--- src/rtl/mandala_pkg.sv ---
`default_nettype none
// +--------------------------------------------------------------------------+
// | mandala_pkg                                                              |
// | Shared state encoding, field widths and scene table for the sequencer.   |
// | Revision: 1.0                                                            |
// +--------------------------------------------------------------------------+
package mandala_pkg;

  typedef enum logic [2:0] {
    ST_RUN      = 3'd0,
    ST_PAUSED   = 3'd1,
    ST_FADE_OUT = 3'd2,
    ST_SWAP     = 3'd3,
    ST_FADE_IN  = 3'd4
  } seq_state_t;

  localparam int c_scene_w   = 3;
  localparam int c_anim_w    = 10;
  localparam int c_color_w   = 8;
  localparam int c_glitter_w = 16;
  localparam int c_layer_w   = 7;
  localparam int c_bright_w  = 2;
  localparam int c_speed_w   = 2;

  localparam logic [c_bright_w-1:0] c_bright_full = 2'd3;
  localparam logic [c_layer_w-1:0]  c_layer_all   = 7'h7F;

  // Ring enable mask shown for each scene; unused indices light every ring.
  function automatic logic [c_layer_w-1:0] scene_layers(input logic [c_scene_w-1:0] idx);
    logic [c_layer_w-1:0] mask;
    case (idx)
      3'd0:    mask = 7'h7F;
      3'd1:    mask = 7'h55;
      3'd2:    mask = 7'h2A;
      3'd3:    mask = 7'h0F;
      3'd4:    mask = 7'h70;
      default: mask = 7'h7F;
    endcase
    return mask;
  endfunction

endpackage
`default_nettype wire

--- src/rtl/mandala_scene_sequencer_if.sv ---
`default_nettype none
// +--------------------------------------------------------------------------+
// | mandala_scene_sequencer_if                                               |
// | Control inputs and renderer outputs of the mandala scene sequencer.      |
// | Revision: 1.0                                                            |
// +--------------------------------------------------------------------------+
interface mandala_scene_sequencer_if;
  import mandala_pkg::*;

  logic                   vsync;
  logic                   btn_next;
  logic                   btn_pause;
  logic                   auto_en;
  logic [c_speed_w-1:0]   speed;

  logic [c_scene_w-1:0]   scene;
  logic [c_anim_w-1:0]    anim_phase;
  logic [c_color_w-1:0]   color_phase;
  logic [c_glitter_w-1:0] glitter_phase;
  logic [c_layer_w-1:0]   layer_en;
  logic [c_bright_w-1:0]  brightness;
  logic                   busy;

  modport master (
    output vsync, btn_next, btn_pause, auto_en, speed,
    input  scene, anim_phase, color_phase, glitter_phase, layer_en, brightness, busy
  );

  modport slave (
    input  vsync, btn_next, btn_pause, auto_en, speed,
    output scene, anim_phase, color_phase, glitter_phase, layer_en, brightness, busy
  );

endinterface
`default_nettype wire

--- src/rtl/mandala_scene_sequencer_frame_event_sampler.sv ---
`default_nettype none
// +--------------------------------------------------------------------------+
// | frame_event_sampler                                                      |
// | Frame tick from vsync rising edge and once-per-frame button press pulses.|
// | Revision: 1.0                                                            |
// +--------------------------------------------------------------------------+
module frame_event_sampler (
  input  logic clk,
  input  logic reset,
  input  logic vsync,
  input  logic btn_next,
  input  logic btn_pause,
  output logic tick,
  output logic next_press,
  output logic pause_press
);

  logic r_vsync_d;
  logic r_next_hist;
  logic r_pause_hist;
  logic w_vsync_rise;

  assign w_vsync_rise = vsync & ~r_vsync_d;

  // History starts high so a vsync held through reset does not fake a frame.
  always_ff @(posedge clk or posedge reset) begin
    if (reset) begin
      r_vsync_d    <= 1'b1;
      r_next_hist  <= 1'b0;
      r_pause_hist <= 1'b0;
      tick         <= 1'b0;
      next_press   <= 1'b0;
      pause_press  <= 1'b0;
    end else begin
      r_vsync_d <= vsync;
      tick      <= w_vsync_rise;
      if (w_vsync_rise) begin
        next_press   <= btn_next & ~r_next_hist;
        pause_press  <= btn_pause & ~r_pause_hist;
        r_next_hist  <= btn_next;
        r_pause_hist <= btn_pause;
      end else begin
        next_press   <= 1'b0;
        pause_press  <= 1'b0;
      end
    end
  end

endmodule
`default_nettype wire

--- src/rtl/mandala_scene_sequencer.sv ---
`default_nettype none
// +--------------------------------------------------------------------------+
// | mandala_scene_sequencer                                                  |
// | Scene rotation, pause and fade sequencing with animation phase counters. |
// | Revision: 1.0                                                            |
// +--------------------------------------------------------------------------+
module mandala_scene_sequencer
  import mandala_pkg::*;
#(
  parameter int SCENE_FRAMES     = 600,
  parameter int NUM_SCENES       = 5,
  parameter int FADE_STEP_FRAMES = 4
) (
  input  logic                     clk,
  input  logic                     reset,
  mandala_scene_sequencer_if.slave bus
);

  localparam int c_frame_w = (SCENE_FRAMES > 1) ? $clog2(SCENE_FRAMES) : 1;
  localparam int c_fade_w  = (FADE_STEP_FRAMES > 1) ? $clog2(FADE_STEP_FRAMES) : 1;
  localparam logic [c_frame_w-1:0] c_frame_last = c_frame_w'(SCENE_FRAMES - 1);
  localparam logic [c_fade_w-1:0]  c_fade_last  = c_fade_w'(FADE_STEP_FRAMES - 1);
  localparam logic [c_scene_w-1:0] c_scene_last = c_scene_w'(NUM_SCENES - 1);

  logic w_tick;
  logic w_next_press;
  logic w_pause_press;

  seq_state_t             r_state;
  logic [c_scene_w-1:0]   r_scene;
  logic [c_anim_w-1:0]    r_anim;
  logic [c_color_w-1:0]   r_color;
  logic [c_glitter_w-1:0] r_glitter;
  logic [c_layer_w-1:0]   r_layer;
  logic [c_bright_w-1:0]  r_bright;
  logic                   r_busy;
  logic [2:0]             r_div;
  logic [c_frame_w-1:0]   r_frame_cnt;
  logic [c_fade_w-1:0]    r_fade_cnt;

  logic [3:0]             w_div_next;
  logic [3:0]             w_div_limit;
  logic                   w_phase_run;
  logic                   w_div_hit;
  logic                   w_fade_hit;
  logic                   w_frame_last;
  logic [c_scene_w-1:0]   w_scene_next;

  frame_event_sampler u_sampler (
    .clk         (clk),
    .reset       (reset),
    .vsync       (bus.vsync),
    .btn_next    (bus.btn_next),
    .btn_pause   (bus.btn_pause),
    .tick        (w_tick),
    .next_press  (w_next_press),
    .pause_press (w_pause_press)
  );

  // A greater-or-equal compare lets a lowered speed take effect at once
  // even when the divider already sits past the new limit.
  always_comb begin
    w_div_next   = {1'b0, r_div} + 4'd1;
    w_div_limit  = 4'd1 << bus.speed;
    w_div_hit    = (w_div_next >= w_div_limit);
    w_phase_run  = w_tick && ((r_state == ST_RUN) || (r_state == ST_FADE_OUT) ||
                              (r_state == ST_FADE_IN));
    w_fade_hit   = (r_fade_cnt == c_fade_last);
    w_frame_last = (r_frame_cnt == c_frame_last);
    w_scene_next = (r_scene == c_scene_last) ? '0 : r_scene + 3'd1;
  end

  always_ff @(posedge clk or posedge reset) begin
    if (reset) begin
      r_state     <= ST_RUN;
      r_scene     <= '0;
      r_anim      <= '0;
      r_color     <= '0;
      r_glitter   <= '0;
      r_layer     <= c_layer_all;
      r_bright    <= c_bright_full;
      r_busy      <= 1'b0;
      r_div       <= '0;
      r_frame_cnt <= '0;
      r_fade_cnt  <= '0;
    end else begin
      if (w_phase_run) begin
        if (w_div_hit) begin
          r_div     <= '0;
          r_anim    <= r_anim + 1'b1;
          r_color   <= r_color + 1'b1;
          r_glitter <= r_glitter + 1'b1;
        end else begin
          r_div <= w_div_next[2:0];
        end
      end

      case (r_state)
        ST_RUN: begin
          if (w_tick) begin
            if (!w_frame_last) begin
              r_frame_cnt <= r_frame_cnt + c_frame_w'(1);
            end
            if (w_next_press || (bus.auto_en && w_frame_last)) begin
              r_state    <= ST_FADE_OUT;
              r_busy     <= 1'b1;
              r_fade_cnt <= '0;
            end else if (w_pause_press) begin
              r_state <= ST_PAUSED;
            end
          end
        end

        ST_PAUSED: begin
          if (w_next_press) begin
            r_state    <= ST_FADE_OUT;
            r_busy     <= 1'b1;
            r_fade_cnt <= '0;
          end else if (w_pause_press) begin
            r_state <= ST_RUN;
          end
        end

        ST_FADE_OUT: begin
          if (w_tick) begin
            if (w_fade_hit) begin
              r_fade_cnt <= '0;
              if (r_bright != '0) begin
                r_bright <= r_bright - 1'b1;
              end else begin
                r_state <= ST_SWAP;
              end
            end else begin
              r_fade_cnt <= r_fade_cnt + c_fade_w'(1);
            end
          end
        end

        ST_SWAP: begin
          r_scene     <= w_scene_next;
          r_anim      <= '0;
          r_frame_cnt <= '0;
          r_layer     <= scene_layers(w_scene_next);
          r_fade_cnt  <= '0;
          r_state     <= ST_FADE_IN;
        end

        ST_FADE_IN: begin
          if (w_tick) begin
            if (w_fade_hit) begin
              r_fade_cnt <= '0;
              r_bright   <= r_bright + 1'b1;
              // Leaving on the same edge that lands on full brightness.
              if (r_bright == 2'd2) begin
                r_state <= ST_RUN;
                r_busy  <= 1'b0;
              end
            end else begin
              r_fade_cnt <= r_fade_cnt + c_fade_w'(1);
            end
          end
        end

        default: begin
          r_state <= ST_RUN;
          r_busy  <= 1'b0;
        end
      endcase
    end
  end

  assign bus.scene         = r_scene;
  assign bus.anim_phase    = r_anim;
  assign bus.color_phase   = r_color;
  assign bus.glitter_phase = r_glitter;
  assign bus.layer_en      = r_layer;
  assign bus.brightness    = r_bright;
  assign bus.busy          = r_busy;

endmodule
`default_nettype wire

--- src/flat_wrapper.sv ---
// flat-port wrapper written by rule: the top's interface ports become plain ports
module mandala_scene_sequencer_flat import mandala_pkg::*;
#(
  parameter int SCENE_FRAMES     = 600,
  parameter int NUM_SCENES       = 5,
  parameter int FADE_STEP_FRAMES = 4
)
  (clk, reset, bus_vsync, bus_btn_next, bus_btn_pause, bus_auto_en, bus_speed, bus_scene, bus_anim_phase, bus_color_phase, bus_glitter_phase, bus_layer_en, bus_brightness, bus_busy);
  mandala_scene_sequencer_if bus_i ();
  input  logic clk;
  input  logic reset;
  input wire logic [$bits(bus_i.vsync)-1:0] bus_vsync;
  input wire logic [$bits(bus_i.btn_next)-1:0] bus_btn_next;
  input wire logic [$bits(bus_i.btn_pause)-1:0] bus_btn_pause;
  input wire logic [$bits(bus_i.auto_en)-1:0] bus_auto_en;
  input wire logic [$bits(bus_i.speed)-1:0] bus_speed;
  output wire logic [$bits(bus_i.scene)-1:0] bus_scene;
  output wire logic [$bits(bus_i.anim_phase)-1:0] bus_anim_phase;
  output wire logic [$bits(bus_i.color_phase)-1:0] bus_color_phase;
  output wire logic [$bits(bus_i.glitter_phase)-1:0] bus_glitter_phase;
  output wire logic [$bits(bus_i.layer_en)-1:0] bus_layer_en;
  output wire logic [$bits(bus_i.brightness)-1:0] bus_brightness;
  output wire logic [$bits(bus_i.busy)-1:0] bus_busy;
  assign bus_i.vsync = bus_vsync;
  assign bus_i.btn_next = bus_btn_next;
  assign bus_i.btn_pause = bus_btn_pause;
  assign bus_i.auto_en = bus_auto_en;
  assign bus_i.speed = bus_speed;
  assign bus_scene = bus_i.scene;
  assign bus_anim_phase = bus_i.anim_phase;
  assign bus_color_phase = bus_i.color_phase;
  assign bus_glitter_phase = bus_i.glitter_phase;
  assign bus_layer_en = bus_i.layer_en;
  assign bus_brightness = bus_i.brightness;
  assign bus_busy = bus_i.busy;
  mandala_scene_sequencer #(.SCENE_FRAMES(SCENE_FRAMES), .NUM_SCENES(NUM_SCENES), .FADE_STEP_FRAMES(FADE_STEP_FRAMES)) u_core (.clk(clk), .reset(reset), .bus(bus_i));
endmodule
--- config.mk ---
export PLATFORM = sky130hd
export DESIGN_NAME = mandala_scene_sequencer_flat
export DESIGN_NICKNAME = d
export VERILOG_FILES = /design/src/rtl/mandala_pkg.sv /design/src/rtl/mandala_scene_sequencer_if.sv /design/src/rtl/mandala_scene_sequencer_frame_event_sampler.sv /design/src/rtl/mandala_scene_sequencer.sv /design/src/flat_wrapper.sv
export SDC_FILE = /design/constraint.sdc
export NUM_CORES = 1
export LEC_CHECK = 0
export BUFFER_PORTS_ARGS = -buffer_cell sky130_fd_sc_hd__buf_2
export CORE_MARGIN = 10
export CORE_UTILIZATION = 56
export DETAILED_ROUTE_END_ITERATION = 7
export PLACE_DENSITY = 0.78
export SETUP_SLACK_MARGIN = 0.3
export SYNTH_ARGS = -nofsm -noshare
export SYNTH_HDL_FRONTEND = slang
export SYNTH_HIERARCHICAL = 1
export SYNTH_SLANG_ARGS = --single-unit
--- constraint.sdc ---
create_clock -name clk -period 3.2 [get_ports clk]
set_input_delay 0.96 -clock clk [delete_from_list [all_inputs] [get_ports clk]]
set_output_delay 0.96 -clock clk [all_outputs]
set_load 0.03 [all_outputs]
# Yosys cells after proc, flatten, opt, wreduce, memory -nomap -nowiden
# Index checks and enable logic that the tools add are counted.
# totals
register_bits	71
latch_bits	0
ramBits	0
rom_bits	0
out_inout_bits	47
elab_cells	124
mem_count	0
# op_classes
addsub	9
multipliers	0
div	0
n_lt_le_gt_ge	1
eq_ne	26
shifts	1
muxes	42
bitwise_logic	7
reduce_logical	21
# ops
operator	count
$mux 10	5
$mux 3	13
$pmux 7 s4	1
$add 10x1->10 const B	2
$mux 2	10
$pmux 10 s2	1
$ne 2x2->1 const B	9
$add 16x1->16 const B	1
$pmux 3 s5	1
$eq 3x2->1 const B	4
$eq 10x10->1 const B	1
$reduce_bool 2->1	5
$eq 3x3->1 const B	3
$reduce_and 9->1	1
$add 8x1->8 const B	1
$mux 1	8
$pmux 2 s4	1
$reduce_and 7->1	1
$eq 3x1->1 const B	2
$ne 2x1->1 const B	3
$ne 3x3->1 const B	2
$reduce_and 6->1	1
$reduce_and 5->1	1
$add 2x1->2 const B	2
17 further kinds	28

# Depth between registers and ports, before layout
# Gate-level depths: netlist of run 1.
# depth
depth_word	6
mapped_depth	9
mapped_depth_nobuf	8

# Hierarchy
# The synthesis of run 1 kept the hierarchy.
# modules_own_cells
mod	n_inst	cells_per_inst	area_each_um2	seq_area_each_um2
mandala_scene_sequencer	1	326	3249.4	1559.0
frame_event_sampler	1	12	219.0	151.4

# Worst setup path after synthesis of run 1
# No wires, ideal clock.
# synth_path
path_kind	input-to-reg
startpoint	input bus_speed[0]
endpoint	register u_core.r_anim[9] (netlist: u_core/bus.anim_phase[9])
setup_time_ns	0.078
arrival_ns	2.614
required_ns	3.122
path_slack_ns	0.509
path_stages	8
path_buffers	1
cell_sequence	nand2b_1 > ha_1 > o21a_1 > nor2_1 > or3_1 > buf_6 > or4_1 > a21oi_1
# synth_via
elab_chain_cells	4
# synth_rtl
item	line	rtl
start, declared	flat_wrapper.sv:16	input wire logic [$bits(bus_i.speed)-1:0] bus_speed;
$shl 1x2->4	mandala_scene_sequencer.sv:64	w_div_limit = 4'd1 << bus.speed;
$ge 4x4->1	mandala_scene_sequencer.sv:65	w_div_hit = (w_div_next >= w_div_limit);
$reduce_bool 2->1 (no line)	-	
$reduce_and 2->1 (no line)	-	
end signal, assigned	mandala_scene_sequencer.sv:90	r_anim <= r_anim + 1'b1;
end, declared	mandala_scene_sequencer.sv:31	logic [c_anim_w-1:0] r_anim;
# Every way passes these cells.
# A chain may end at the register's enable or synchronous reset.

# Final worst setup path of run 1
# layout_path
startpoint	input bus_speed[0]
endpoint	register u_core.r_glitter[10] (netlist: u_core/bus.glitter_phase[10])
# layout_via
elab_chain_cells	3
# layout_rtl
item	line	rtl
$shl 1x2->4	mandala_scene_sequencer.sv:64	
$ge 4x4->1	mandala_scene_sequencer.sv:65	
$reduce_and 2->1 (no line)	-	
end signal, assigned	mandala_scene_sequencer.sv:92	r_glitter <= r_glitter + 1'b1;
end, declared	mandala_scene_sequencer.sv:33	logic [c_glitter_w-1:0] r_glitter;
# Every way passes these cells.

==> metrics.txt, run 1 <==
DIE AREA=slightly below 10000 sq um; Yosys warnings=6; Gate Count Post-Synth=approximately 340; gr usage total=about 16%; Fmax=0.3680 GHz; height of the die=98.70 um; maxcap violations=0; share of layout cells above drive strength 1=between 20% and 30%; # DRC=0; final worst-path cycle share=between 80 and 90%; post-DR wirelength/cell=between 15 and 20 um; Critical Path AT=2.92 ns; setup repair bufs after CTS=0; drt pass-1 iters=4; CP Class=in2reg; pin count of the biggest net entering global routing=24; slowest library cell on the worst path=a2111oi_4; RSZ-0062 raised after global routing=no; final hold violations=0; power density cells=~870 nW/um^2; worst ir drop on vdd=0.6273 mV; Die Wd=around 99 um; synth-to-layout area growth=15.40%; Multi-input gate area=1654 sq um; Worst-path clk slew=0.08 ns; crit path time final=2.718 ns; Synth Register Bits=68; Initial Utilization=between 50 and 60%; synth unique cells=52; Final ANT Viol Nets=0; # clock sinks=between 60 and 70; Synth Flop Type=dfrtp_1; slowest stage delay, CP=0.61 ns; Leakage Power=roughly 1.9 nW; fillers=476; Via Count=about 2700; async set-reset flop share out of synthesis=100.0%; Critical Path RT=3.40 ns; total power=about 3.5 mW; root buffer cell=clkbuf_8; Core Box Area=roughly 6000 sq um; commonest non-fill, non-tap cells in the layout=dfrtp_1 (61), buf_2 (54), nand2_1 (41), nor2_1 (28), xnor2_1 (26); Detailed Route WL=7.666 mm; Worst Setup End Kind=flip-flop; Max Transition Viols Final=0; dpl ws=approximately 0.14 ns; TritonCTS buffer count=9; I/O Pins=55; buffers and inverters on the worst path=1; worst slew pin tran=0.6665 ns; Final TNS setup=0 ns; first-pass GRT wire length=between 10 and 15 mm; Seq/Total Area, Yosys=between 40 and 50%; Std-Cell Rows=28; layout net count=417; RD Place Congestion=0.8483; Critical Path, Cell by Cell=buf_2 > nor2_1 > ha_1 > nand2b_1 > a2111oi_4 > or3_1 > nor3_1 > xor2_1; worst-case clock buffer depth=2; final core utilization=around two thirds; vias per cell=~5.6; CTS tree=done; status=finished clean; startpoint types=input pin; Clock Skew=around 0.015 ns; register area=1710 sq um; commonest non-fill, non-tap cell in the layout=dfrtp_1; syn nets=358; critical path's top delay family=simple AND/OR/NAND/NOR gates; HPWL after DPL=roughly 5.5 mm; Mapped Area=~3500 sq um; grt total ovfl=0; CTS H-tree depth=3; Crit Path Max Fanout=9; Fin Hold WS=between 0.4 and 0.5 ns; Post-Syn Area per Cell=10.26 sq um; number of synthesized flops with an enable pin=0; antenna diode count=0; final worst slack=0.4825 ns; vias in the first global route=approximately 2700; initial antenna violation count=0; later-pin clock latency in the skew report=roughly 0.34 ns; Min-Delay Path Class=reg2reg; port buffer count=54; Iteration-0 DRC Markers=109; # setup viols final=0; normalized max-slew margin=between 50% and 60%
==> final timing paths <==
kind,start,endpoint,slack (ns),cells past startpoint
min,u_core/bus.color_phase[7],u_core/bus.color_phase[7],0.46,1
min reg2reg,u_core/bus.color_phase[7],u_core/bus.color_phase[7],0.46,1
max in group asynchronous,reset,u_core/bus.layer_en[5],1.87,3
max,bus_speed[0],u_core/bus.glitter_phase[10],0.48,8
max reg2reg,u_core/r_div[0],u_core/bus.anim_phase[9],0.54,8
min in group asynchronous,reset,u_core/u_sampler/pause_press,0.54,2
==> sequential cells by signal, indices dropped and copies added, names as in the netlist <==
register	cells
u_core/bus.glitter_phase	16
u_core/r_div	3
u_core/bus.busy	1
u_core/bus.color_phase	8
u_core/r_fade_cnt	2
u_core/u_sampler/tick	1
u_core/r_frame_cnt	10
u_core/u_sampler/r_vsync_d	1
u_core/bus.layer_en	4
u_core/bus.brightness	2
u_core/u_sampler/r_next_hist	1
u_core/bus.scene	3
u_core/r_state	3
u_core/bus.anim_phase	10
u_core/u_sampler/r_pause_hist	1
u_core/u_sampler/pause_press	1
u_core/u_sampler/next_press	1
==> logic make-up (layout without fill, tap and decap cells) <==
logic type	Yosys count	in the layout	synth area share [%]
xor gates and xnor gates	36	36	9.091
buffers and inverters	23	87	3.319
AOI/OAI and AO/OA	46	46	9.019
adders and majority gates	12	12	4.329
and+or+nand+nor	139	139	20.53
DFF	68	68	49.31
muxes	14	14	4.401
==> power by group <==
part / leakage, nW / switching [mW] / internal [mW]
registers: 0.863 / 0.285 / 1.11
clock network: 0.0910 / 0.329 / 0.355
logic: 0.920 / 0.904 / 0.483
==> cell type report <==
class	instances	share of cell area, %
sequential	68	42.73
multi-input combinational	247	41.33
timing repair buffer	59	7.690
clock buffer	9	3.095
tap	75	2.344
clock inverter	7	1.688
inverter	12	1.125
==> Yosys cell counts, types with 2 or more instances <==
master | n | area share, %
a211oi_1 | 2 | 0.43
xor2_1 | 10 | 2.5
mux2_4 | 2 | 0.87
nand2b_1 | 6 | 1.1
inv_1 | 12 | 1.3
and3b_2 | 2 | 0.58
nor4_1 | 7 | 1.3
mux2_2 | 2 | 0.65
buf_2 | 2 | 0.29
xnor2_1 | 26 | 6.6
clkbuf_1 | 4 | 0.43
nand3_1 | 17 | 2.5
nor3_1 | 8 | 1.2
dfrtp_1 | 61 | 44
o31ai_1 | 3 | 0.65
a21oi_1 | 12 | 1.7
mux2i_1 | 10 | 2.9
nor2_1 | 28 | 3.0
o21ai_0 | 15 | 2.2
nor2b_4 | 2 | 0.79
dfstp_2 | 7 | 5.3
buf_6 | 2 | 0.65
nand2_1 | 41 | 4.4
ha_1 | 12 | 4.3
buf_4 | 3 | 0.65
nand4_1 | 12 | 2.2
and3_1 | 5 | 0.90
==> timing repair <==
| item | 4_1_cts | 5_1_grt |
|---|---|---|
| hold buffers | 0 | 0 |
| setup endpoints to repair | 0 | 1 |
| resized for setup | 0 | 1 |
==> per-stage QoR <==
| step | area (sq um) | instances |
|---|---|---|
| floorplan | 3468 | 338 |
| global placement | 3805 | 461 |
| detailed placement | 3805 | 461 |
| CTS | 3996 | 477 |
| global route | 4003 | 477 |
| finish | 4003 | 477 |
==> layer usage <==
| layer | global-route usage (%) | wire length, um |
|---|---|---|
| met1 | 18.85 | 3440 |
| met2 | 26.37 | 3821 |
| met3 | 3.701 | 354 |
| met4 | 5.513 | 49 |
| met5 | 0 | 0 |
No activity file was read; power rests on OpenSTA's default activity.
==> run 2, diff against run 1 <==
CORE_UTILIZATION = 51   (was 56)
PLACE_DENSITY = 0.75   (was 0.78)
clock period = 2.38 ns   (was 3.2 ns; I/O delays follow)
==> metrics.txt, run 2 (synthesized netlist as in run 1, its figures left out) <==
Clock Skew=0.01168 ns (-0.003694 ns); final worst-path cycle share=between 90% and 100%; Detailed Route WL=7.892 mm (+2.9%); CTS tree=done; total power=5.043 mW (+46%); M2 GR Usage=25.66% (-0.71 points); Critical Path RT=2.62 ns (-0.78 ns); Critical Path AT=2.49 ns (-0.43 ns); # DRC=0 (unchanged); post-route cell area=4393 sq um (+9.8%); post-DR wirelength/cell=16.04 um (-0.19%); Iteration-0 DRC Markers=106 (-2.8%); first-pass GRT wire length=12.86 mm (+0.27%); Initial Utilization=53.40% (-4.8 points); commonest non-fill, non-tap cells in the layout=dfrtp_1 (59), buf_2 (54), nand2_1 (39), nor2_1 (26), xnor2_1 (24); pin count of the biggest net entering global routing=63 (+160%); vias per cell=5.622 (-0.38%); RD Place Congestion=0.8294 (-2.2%); HPWL after DPL=5.456 mm (-1.6%); Area after DPL=3925 sq um (+3.2%); worst ir drop on vdd=0.4744 mV (-24%); Core Box Area=6495 sq um (+9.1%); Worst-path clk slew=0.08 ns (about the same); root buffer cell=clkbuf_8; startpoint types=flip-flop; drt pass-1 iters=4 (unchanged); worst-case clock buffer depth=2 (unchanged); layout net count=430 (+3.1%); worst slew pin tran=0.5883 ns (-0.07819 ns); vias in the first global route=2707 (+0.82%); port buffer count=54 (unchanged); final worst slack=0.1244 ns (-0.3581 ns); maxcap violations=0 (unchanged); initial antenna violation count=0 (unchanged); max reg flops=16 (unchanged); gr usage total=15.28% (-0.28 points); Worst Setup End Kind=flip-flop; CP Class=reg2reg; Final ANT Viol Nets=0 (unchanged); share of layout cells above drive strength 1=33.98% (+9.3 points); later-pin clock latency in the skew report=0.35 ns (about the same); antenna diode count=0 (unchanged); dpl ws=-0.2628 ns (-0.4022 ns); power density cells=1148 nW/um^2 (+33%); met3 Resource Use GR=4.858% (+1.2 points); final hold violations=0 (unchanged); Crit Path Max Fanout=4 (-5); I/O Pins=55 (unchanged); normalized max-slew margin=60.48% (+5.1 points); # setup viols final=0 (unchanged); grt peak-use layer=met2; height of the die=102.5 um (+3.8%); synth-to-layout area growth=26.66%; crit path time final=2.256 ns; commonest non-fill, non-tap cell in the layout=dfrtp_1; # clock sinks=68 (unchanged); fillers=486 (+2.1%); Std-Cell Rows=29 (+3.6%); GR Layer Usage met1=18.32% (-0.53 points); grt total ovfl=0 (unchanged); Fmax=approximately 0.44 GHz; Hold Buf Count CTS=0 (unchanged); TritonCTS buffer count=9 (unchanged); DIE AREA=10500 sq um (+7.8%); status=finished clean; CTS H-tree depth=3 (unchanged); Max Transition Viols Final=0 (unchanged); RSZ-0062 raised after global routing=yes; final core utilization=67.64% (+0.43 points); Die Wd=102.5 um (+3.8%); Via Count=2766 (+2.7%); Min-Delay Path Class=in2async; Leakage Power=2.041 nW (+8.9%); cells on worst reg2reg path=8 (unchanged)
-- run 2: changes by cell type in the layout (fill, tap and decap cells not counted), moves of 3 or more --
cell      previous run  this run
ha_4                 0         3
nor3_4               1         4
buf_4                5         9
ha_1                12         9
nand2b_1             6         3
nor3_1               7         2
nand2b_4             0         3
buf_6                0         6
-- run 2: critical path: stages (launching register included) --
cell and delay [ns]:
dfrtp_1 0.41, ha_4 0.19, xor2_4 0.16, ha_4 0.27
o21a_1 0.15, nor2_4 0.06, or3_2 0.50, o31ai_2 0.32
a21oi_2 0.09
-- run 2: per-stage QoR --
step                std cells  hold WS [ns]  setup TNS (ns)
global placement          470        0.4555         -0.8118
detailed placement        470        0.4599          -1.885
floorplan                 338        0.4666       -0.008013
CTS                       489        0.2829               0
finish                    492        0.2937               0
global route              492        0.2925               0
-- run 2: what timing repair did --
| action | in CTS | in global routing |
|---|---|---|
| endpoints found under the setup margin | 30 | 36 |
| gates cloned | 2 | 0 |
| gates resized for setup | 10 | 28 |
| buffers inserted | 1 | 3 |
| pin swaps | 3 | 11 |
-- run 2: final timing paths --
path,start,to,slack [ns]
worst max-delay path,u_core/r_div[0],u_core/bus.anim_phase[9],0.12
worst min-delay path,reset,u_core/u_sampler/r_next_hist,0.29
min in group clk,u_core/bus.glitter_phase[15],u_core/bus.glitter_phase[15],0.47
worst min register to register,u_core/bus.glitter_phase[15],u_core/bus.glitter_phase[15],0.47
max in group asynchronous,reset,u_core/bus.brightness[0],1.61
worst max register to register,u_core/r_div[0],u_core/bus.anim_phase[9],0.12
-- run 2: per-layer routing --
metal | routed length (um) | share of wire [%]
met5 | 0 | 0
met4 | 56 | 0.71
met3 | 444 | 5.6
met1 | 3298 | 42
met2 | 4093 | 52
-- run 2: layout make-up --
class | instances | area, sq um | area share [%]
multi-input combinational | 248 | 1888 | 42.98
sequential | 68 | 1713 | 38.99
timing repair buffer | 71 | 445.4 | 10.14
clock buffer | 10 | 137.6 | 3.133
tap | 77 | 96.34 | 2.193
clock inverter | 6 | 63.81 | 1.453
inverter | 12 | 48.80 | 1.111
-- run 2: power breakdown --
group | switching (mW) | internal, mW
combinational | 1.35 | 0.848
clock | 0.448 | 0.510
sequential | 0.397 | 1.49
==> run 3, diff against run 2 <==
SYNTH_HIERARCHICAL = default   (was 1)
==> metrics.txt, run 3 <==
status=finished clean; I/O Pins=55 (unchanged); Via Count=2856 (+3.3%); Core Box Area=6794 sq um (+4.6%); Std-Cell Rows=30 (+3.4%); TritonCTS buffer count=9 (unchanged); Multi-input gate area=1956 sq um (+3.6%); later-pin clock latency in the skew report=0.34 ns (about the same); worst ir drop on vdd=0.7668 mV (+62%); commonest non-fill, non-tap cell in the layout=dfrtp_1; Die Wd=103.4 um (+0.90%); pin count of the biggest net entering global routing=69 (+9.5%); Critical Path RT=2.61 ns (about the same); total power=5.105 mW (+1.2%); RD Place Congestion=0.8668 (+4.5%); Min-Delay Path Class=in2async; RSZ-0062 raised after global routing=yes; final worst-path cycle share=90.53% (-4.2 points); Post-Syn Area per Cell=10.13 sq um (-1.3%); vias in the first global route=2836 (+4.8%); final hold violations=0 (unchanged); initial antenna violation count=0 (unchanged); worst slew pin tran=0.4181 ns (-0.1701 ns); top cell type's share of synthesized area=43.05% (-0.96 points); Iteration-0 DRC Markers=88 (-17%); Clock Skew=0.004680 ns (-0.007004 ns); Yosys warnings=0 (-6); count leader, synth=dfrtp_1; first-pass GRT wire length=13.38 mm (+4.0%); synth-to-layout area growth=26.82%; Fin Hold WS=0.4454 ns (+0.1517 ns); drt pass-1 iters=4 (unchanged); syn nets=372 (+3.9%); Critical Path AT=2.38 ns (-0.11 ns); async set-reset flop share out of synthesis=100.0% (unchanged); vias per cell=5.419 (-3.6%); antenna diode count=0 (unchanged); port buffer count=54 (unchanged); final worst slack=0.2255 ns (+0.1011 ns); Synth area leaders=dfrtp_1 (43%), xnor2_1 (6.7%), dfstp_2 (5.2%); Gate Count Post-Synth=350 (+3.6%); Final TNS setup=0 ns (unchanged); number of synthesized flops with an enable pin=0 (unchanged); grt total ovfl=0 (unchanged); Detailed Route WL=8.212 mm (+4.1%); # clock sinks=68 (unchanged); Worst-path clk slew=0.07 ns (about the same); Synth Flop Type=dfrtp_1; commonest non-fill, non-tap cells in the layout=dfrtp_1 (60), buf_2 (54), nand2_1 (38), xnor2_1 (27), nor2_1 (24); non-filler cells, final=527 (+7.1%); Seq/Total Area, Yosys=48.24% (-1.1 points); normalized max-slew margin=71.73% (+11 points); max reg flops=16 (unchanged); largest area contributor in the netlist=dfrtp_1; Area after DPL=4090 sq um (+4.2%); crit path time final=2.155 ns (-0.1011 ns); CTS tree=done; Max Transition Viols Final=0 (unchanged); HPWL after DPL=5.496 mm (+0.73%); # setup viols final=0 (unchanged); layout net count=449 (+4.4%); startpoint types=flip-flop; height of the die=103.4 um (+0.90%); Synth Register Bits=68 (unchanged); Mapped Area=3546 sq um (+2.2%); Leakage Power=2.094 nW (+2.6%); Fmax=0.4641 GHz (+4.7%); worst-case clock buffer depth=2 (unchanged); root buffer cell=clkbuf_8; CP Class=reg2reg; Final ANT Viol Nets=0 (unchanged); post-route cell area=4497 sq um (+2.4%); Synth top cells by count=dfrtp_1 (61), nand2_1 (42), xnor2_1 (27); final core utilization=66.19% (-1.4 points); maxcap violations=0 (unchanged); Worst Setup End Kind=flip-flop; DIE AREA=10690 sq um (+1.8%); fillers=520 (+7.0%); # DRC=0 (unchanged); power density cells=1135 nW/um^2 (-1.1%); Crit Path Max Fanout=9 (+5); Initial Utilization=52.19% (-1.2 points); Inst Count DP=501 (+6.6%); gr usage total=15.68% (+0.40 points); synth unique cells=45 (-13%); register area=1712 sq um (about the same); CTS H-tree depth=3 (unchanged); share of layout cells above drive strength 1=32.25% (-1.7 points); post-DR wirelength/cell=15.58 um (-2.9%); dpl ws=-0.03116 ns (+0.2316 ns)
==> run 3: worst paths after layout <==
kind / cells after the start / startpoint / slack, ns / endpoint
worst min register to register: 2 / u_core.bus.layer_en[3] / 0.46 / u_core.bus.layer_en[3]
max in group asynchronous: 3 / reset / 1.59 / u_core.bus.layer_en[5]
worst max register to register: 8 / u_core.r_div[1] / 0.23 / u_core.bus.anim_phase[3]
min in group clk: 2 / u_core.bus.layer_en[3] / 0.46 / u_core.bus.layer_en[3]
worst min-delay path: 3 / reset / 0.45 / u_core.r_fade_cnt[0]
worst max-delay path: 8 / u_core.r_div[1] / 0.23 / u_core.bus.anim_phase[3]
==> run 3: kinds of logic after synthesis <==
logic type                 Yosys count  synth area share [%]
adders and majority gates           14                 4.940
DFF                                 68                 48.24
AOI/OAI and AO/OA                   44                 7.692
buffers and inverters               21                 2.646
and+or+nand+nor                    153                 23.50
muxes                               12                 3.599
xor gates and xnor gates            38                 9.386
==> run 3: what timing repair did <==
item,in CTS,in global routing
resized for setup,16,12
setup buffers,7,4
pin swaps,8,8
hold buffers,0,0
endpoints found under the setup margin,37,29
==> run 3: worst max-delay path, cell delays in order, from the launching register on <==
cell and delay [ns]:
dfrtp_1 0.39, ha_2 0.36, ha_4 0.21, a2111oi_4 0.39, buf_4 0.22, buf_12 0.16, nor4_4 0.06, xnor2_1 0.17
nor2_1 0.07
==> run 3: area by class of cell <==
cell class / instances / area share (%)
clock inverters: 2 / 0.2226
repair buffers: 80 / 11.35
well taps: 96 / 2.671
clock buffers: 13 / 3.534
multi-input cells: 261 / 43.49
flip-flops and latches: 68 / 38.06
inverters: 7 / 0.6678
==> run 3: power breakdown <==
group / switching (mW) / internal [mW] / total [mW]
clock network: 0.414 / 0.427 / 0.841
registers: 0.322 / 1.46 / 1.78
logic: 1.48 / 0.996 / 2.48
total: 2.22 / 2.89 / 5.11
==> run 3: routing by layer <==
layer | track usage (%) | up-vias | wire length [um]
met4 | 6.738 | 0 | 137
li1 | - | 1393 | -
met2 | 24.76 | 55 | 3919
met5 | 0 | - | 0
met3 | 4.053 | 11 | 493
met1 | 19.89 | 1397 | 3662
